===== config.mk =====
export PLATFORM = sky130hd
export DESIGN_NAME = riscv_fetch_unit
export DESIGN_NICKNAME = d
export VERILOG_FILES = /design/src/rtl/riscv_fetch_unit.sv
export SDC_FILE = /design/constraint.sdc
export NUM_CORES = 1
export LEC_CHECK = 0
export ABC_AREA = 1
export CELL_PAD_IN_SITES_DETAIL_PLACEMENT = 0
export CELL_PAD_IN_SITES_GLOBAL_PLACEMENT = 2
export CORE_ASPECT_RATIO = 0.5
export CORE_MARGIN = 10
export CORE_UTILIZATION = 37
export DETAILED_ROUTE_END_ITERATION = 16
export GPL_ROUTABILITY_DRIVEN = 0
export PLACE_DENSITY_LB_ADDON = 0.1
export SLEW_MARGIN = 20
export SYNTH_ARGS = -nofsm -noshare
export SYNTH_HDL_FRONTEND = slang
export SYNTH_SLANG_ARGS = --single-unit

===== constraint.sdc =====
create_clock -name clk -period 5.2 [get_ports clk]
set_input_delay 1.04 -clock clk [delete_from_list [all_inputs] [get_ports clk]]
set_output_delay 1.04 -clock clk [all_outputs]
set_load 0.05 [all_outputs]

===== src/rtl/riscv_fetch_unit.sv =====
// Instruction fetch stage: PC, synchronous imem reads, prefetch FIFO and redirect flush.
// Optional FETCH_PERF_CNT_EN adds perf_fetched / perf_flushes counters.
module riscv_fetch_unit #(
  parameter logic [31:0] RESET_PC   = 32'h0000_0000,
  parameter int unsigned FIFO_DEPTH = 4,
  parameter int unsigned IMEM_AW    = 10
) (
  input  logic                          clk,
  input  logic                          reset,
  input  logic                          enable,
  input  logic                          redirect_valid,
  input  logic [31:0]                   redirect_pc,
  output logic                          imem_req,
  output logic [IMEM_AW-1:0]            imem_addr,
  input  logic [31:0]                   imem_rdata,
  input  logic                          consume_ready,
  output logic                          push_ops,
  output logic [31:0]                   opcode,
  output logic [31:0]                   fetch_pc,
  output logic [$clog2(FIFO_DEPTH):0]   fifo_count
`ifdef FETCH_PERF_CNT_EN
  ,
  output logic [31:0]                   perf_fetched,
  output logic [31:0]                   perf_flushes
`endif
);

  localparam int unsigned PTR_W = $clog2(FIFO_DEPTH);
  localparam int unsigned CNT_W = PTR_W + 1;
  localparam int unsigned OCC_W = CNT_W + 1;
  localparam logic [31:0] NOP   = 32'h0000_0013;
  localparam logic [31:0] PC_RST = RESET_PC & 32'hFFFF_FFFC;

  typedef enum logic [1:0] {IDLE, RUN, STALL} state_e;

  state_e             state_q, state_d;
  logic [31:0]        pc_q, pc_d;
  logic [31:0]        issue_pc_q, issue_pc_d;
  logic               inflight_q, inflight_d;
  logic [PTR_W-1:0]   rd_ptr_q, rd_ptr_d, wr_ptr_q, wr_ptr_d;
  logic [CNT_W-1:0]   count_q, count_d;
  logic [31:0]        data_q  [FIFO_DEPTH];
  logic [31:0]        pcbuf_q [FIFO_DEPTH];
  logic [OCC_W-1:0]   occupancy;
  logic               empty, credit_ok, wr_en;

  // Credit covers both buffered words and the one response that may be on its way.
  assign occupancy = {1'b0, count_q} + OCC_W'(inflight_q);
  assign credit_ok = occupancy < OCC_W'(FIFO_DEPTH);
  assign empty     = (count_q == '0);
  assign wr_en     = inflight_q && !redirect_valid;

  assign push_ops   = !empty && consume_ready && !redirect_valid;
  assign imem_req   = (state_q == RUN) && enable && !redirect_valid && credit_ok;
  assign imem_addr  = pc_q[IMEM_AW+1:2];
  assign opcode     = empty ? NOP : data_q[rd_ptr_q];
  assign fetch_pc   = empty ? 32'h0 : pcbuf_q[rd_ptr_q];
  assign fifo_count = count_q;

  always_ff @(posedge clk or posedge reset) begin
    if (reset) state_q <= IDLE;
    else       state_q <= state_d;
  end

  always_comb begin
    state_d = state_q;
    case (state_q)
      IDLE:    if (enable) state_d = RUN;
      RUN: begin
        if (!enable && !inflight_q) state_d = IDLE;
        else if (!credit_ok)        state_d = STALL;
      end
      STALL: begin
        if (!enable && !inflight_q) state_d = IDLE;
        else if (credit_ok)         state_d = RUN;
      end
      default: state_d = IDLE;
    endcase
  end

  // Redirect overrides issue, response write and pop in the same cycle.
  always_comb begin
    pc_d       = pc_q;
    issue_pc_d = issue_pc_q;
    inflight_d = imem_req;
    rd_ptr_d   = rd_ptr_q;
    wr_ptr_d   = wr_ptr_q;
    count_d    = count_q;
    if (redirect_valid) begin
      pc_d     = redirect_pc & 32'hFFFF_FFFC;
      rd_ptr_d = '0;
      wr_ptr_d = '0;
      count_d  = '0;
    end else begin
      if (imem_req) begin
        pc_d       = pc_q + 32'd4;
        issue_pc_d = pc_q;
      end
      if (wr_en)    wr_ptr_d = wr_ptr_q + PTR_W'(1);
      if (push_ops) rd_ptr_d = rd_ptr_q + PTR_W'(1);
      count_d = count_q + CNT_W'(wr_en) - CNT_W'(push_ops);
    end
  end

  always_ff @(posedge clk or posedge reset) begin
    if (reset) begin
      pc_q       <= PC_RST;
      issue_pc_q <= 32'h0;
      inflight_q <= 1'b0;
      rd_ptr_q   <= '0;
      wr_ptr_q   <= '0;
      count_q    <= '0;
    end else begin
      pc_q       <= pc_d;
      issue_pc_q <= issue_pc_d;
      inflight_q <= inflight_d;
      rd_ptr_q   <= rd_ptr_d;
      wr_ptr_q   <= wr_ptr_d;
      count_q    <= count_d;
    end
  end

  // Storage needs no reset: count gates visibility of every entry.
  always_ff @(posedge clk) begin
    if (wr_en) begin
      data_q[wr_ptr_q]  <= imem_rdata;
      pcbuf_q[wr_ptr_q] <= issue_pc_q;
    end
  end

`ifdef FETCH_PERF_CNT_EN
  logic [31:0] perf_fetched_q, perf_flushes_q;

  always_ff @(posedge clk or posedge reset) begin
    if (reset) begin
      perf_fetched_q <= 32'h0;
      perf_flushes_q <= 32'h0;
    end else begin
      perf_fetched_q <= perf_fetched_q + 32'(push_ops);
      perf_flushes_q <= perf_flushes_q + 32'(redirect_valid);
    end
  end

  assign perf_fetched = perf_fetched_q;
  assign perf_flushes = perf_flushes_q;
`endif

endmodule


==> metrics <==
hold_sp issue_pc_q[7]; Routed WL per cell 18.1 um; Clk Latency, worst-skew pair 580 ps; Area contributors post-synth edfxtp_1 (54%), dfrtp_1 (13%), nor2_1 (7.9%); met3 Track Usage GR 2.68%; min cycle time layout 4330 ps; Inst Count DP 1884; Root Driver clkbuf_16; Detail Route Antenna Nets 0; antenna violations before repair 0; multi-input gate area in the final layout 3800 um^2; critical setup path kind reg -> out; CP startpoint rd_ptr_q[0]; total power 8.60 mW; Total GRT Usage 15.2%; total number of vias 9273; FMAX 231 MHz; final setup fails 0; Final Hold Fails 0; Post-synth EDFFs 248; die width 292 um; pwr dens 522 nW/um^2; Clock Sinks 318; maximum net fanout on the critical path 69; async set or reset register ratio after synthesis 22.0%; Ant. Diodes 0; Synth Flop Type edfxtp_1; global route overflow 0; Synth area leader edfxtp_1; CTS tree yes; clk_skew 25.5 ps; core area 36200 um^2; Avg Cell Area, Syn 10.4 um^2; die area 45500 um^2; Critical Path AT 3290 ps; Startpoint Class flop; initial drt markers 528; CTS resizes 0; synth cell count leaders nor2_1 (289), edfxtp_1 (248), nand2_1 (211); Yosys top cell area share 54.5%; max-cap violation count 0; Via density 4.78; most common cell in the netlist nor2_1; port buffer count 143; Most Crowded Layer GR met2; # fillers 3423; postcts setup bufs 0; Non-Filler Instances 1940; status finished, final reports clean; final-report max-slew violation count 0; Reg area 9200 um^2; CTS max path bufs 3; largest net degree at the start of global routing 71; final WL 35.1 mm; met1 Usage GRT 19.8%; Ports 148; Seq/Total Area, Yosys 67.3%; Post-layout nets 1510; class of the worst hold path reg -> reg; clk slew on worst S/H paths 70 ps; Worst Path Required 4160 ps; Post-Synthesis Cell Area 13700 um^2; fraction of layout cells with a size suffix above 1 6.18%; Chip Height 156 um; Leak 6.13 nW; RR Startpoint fifo_count[1]; period utilisation layout 83.3%; Total Neg Setup Slack 0 ps; CTS H-tree lvls 1; CP endpoint kind output port; drt first pass iters 5; initial core utilization 37.8%; DRC viols 0; FP Rows 49; Post-Syn Instances 1311; synth warn 0; GR Util met2 26.5%; Inserted Clock Buffers 30; register bit total from synthesis 318; vias in the first global route 9480; DP HPWL 22.2 mm; worst vdd ir 0.254 mV; hold_buf cts 0; Max transition margin 38.3%; RSZ-0062 raised after global routing no; slew at the pin closest to its max-slew limit 925 ps; first-pass GRT wire length 54.3 mm; Syn-to-layout area delta 20.4%; Unique masters post-synth 31
## cell type report
type	instances	share of cell area (%)
flip-flops and latches	318	55.9
multi-input cells	846	23.1
repair buffers	164	9.87
clock buffers	38	4.74
well taps	484	3.68
inverters	72	1.66
clock inverters	18	1.05
## where the power goes
part / total [mW] / internal (mW) / switching, mW
clock: 2.15 / 1.21 / 0.938
sequential: 3.36 / 3.08 / 0.283
combinational: 3.09 / 0.907 / 2.18
## logic make-up (layout without fill, tap and decap cells)
kind of cell | after synthesis | count (layout) | share of synthesized area (%)
adders and majority gates | 9 | 9 | 0.879
xor gates and xnor gates | 3 | 3 | 0.192
and+or+nand+nor | 608 | 608 | 18.1
AOI/OAI and AO/OA | 224 | 224 | 8.28
other | 1 | 2 | 0.0274
DFF | 318 | 318 | 67.3
buffers and inverters | 148 | 292 | 5.20
## state kept, by name, indices dropped and copies added (netlist names)
signal	flops
data_q	128
fifo_count	3
inflight_q	1
issue_pc_q	30
pc_q	30
pcbuf_q	120
rd_ptr_q	2
state_q	2
wr_ptr_q	2
## final timing paths
path | endpoint | depth (start not counted) | slack (ps)
max | fetch_pc[24] | 5 | 870
min | pcbuf_q[1][7] | 0 | 510
max reg2reg | fifo_count[2] | 12 | 2460
min reg2reg | pcbuf_q[1][7] | 0 | 510
max in group asynchronous | rd_ptr_q[0] | 3 | 3240
min in group asynchronous | issue_pc_q[8] | 2 | 910
## critical path, cell delays in order, from the launching register on
cell             delay, ps
dfrtp_4                440
clkinv_2               700
buf_12                 500
o21ai_0                210
a21oi_1                110
clkdlybuf4s50_1        730
## metal layers
metal,vias up,part of all wire [%]
met5,-,0
met4,0,1.4
met3,37,3.6
met2,137,48
met1,4438,47
li1,4661,-
## placed cells by master, fill, tap and decap left out, types with 2 or more instances in the layout
cell type and n:
nor2_1 285, edfxtp_1 248, nand2_1 211, o21ai_0 153, clkdlybuf4s50_1 142, nand3_1 83
dfrtp_1 68, inv_1 67, a21oi_1 62, clkbuf_16 30, buf_4 19, nor2_4 8
ha_1 8, clkinv_1 8, clkbuf_1 8, o21ai_1 6, nor2_2 5, clkinv_2 5
nand2_2 4, nand4_1 3, inv_2 3, nand3b_1 3, xnor2_1 3, bufinv_16 3
buf_12 3, or2_2 2, o311ai_0 2, conb_1 2
## stage by stage
| stage | setup slack, ps | instance area, um^2 | utilization [%] | hold slack, ps |
|---|---|---|---|---|
| global placement | 1250 | 15500 | 42.9 | 496 |
| finish | 868 | 16500 | 45.5 | 508 |
| floorplan | 566 | 13700 | - | 476 |
| detailed placement | 1240 | 15500 | 42.9 | 502 |
| CTS | 763 | 16500 | 45.5 | 510 |
| global route | 608 | 16500 | 45.5 | 540 |
Note: power is estimated with default switching activity, not from simulation.
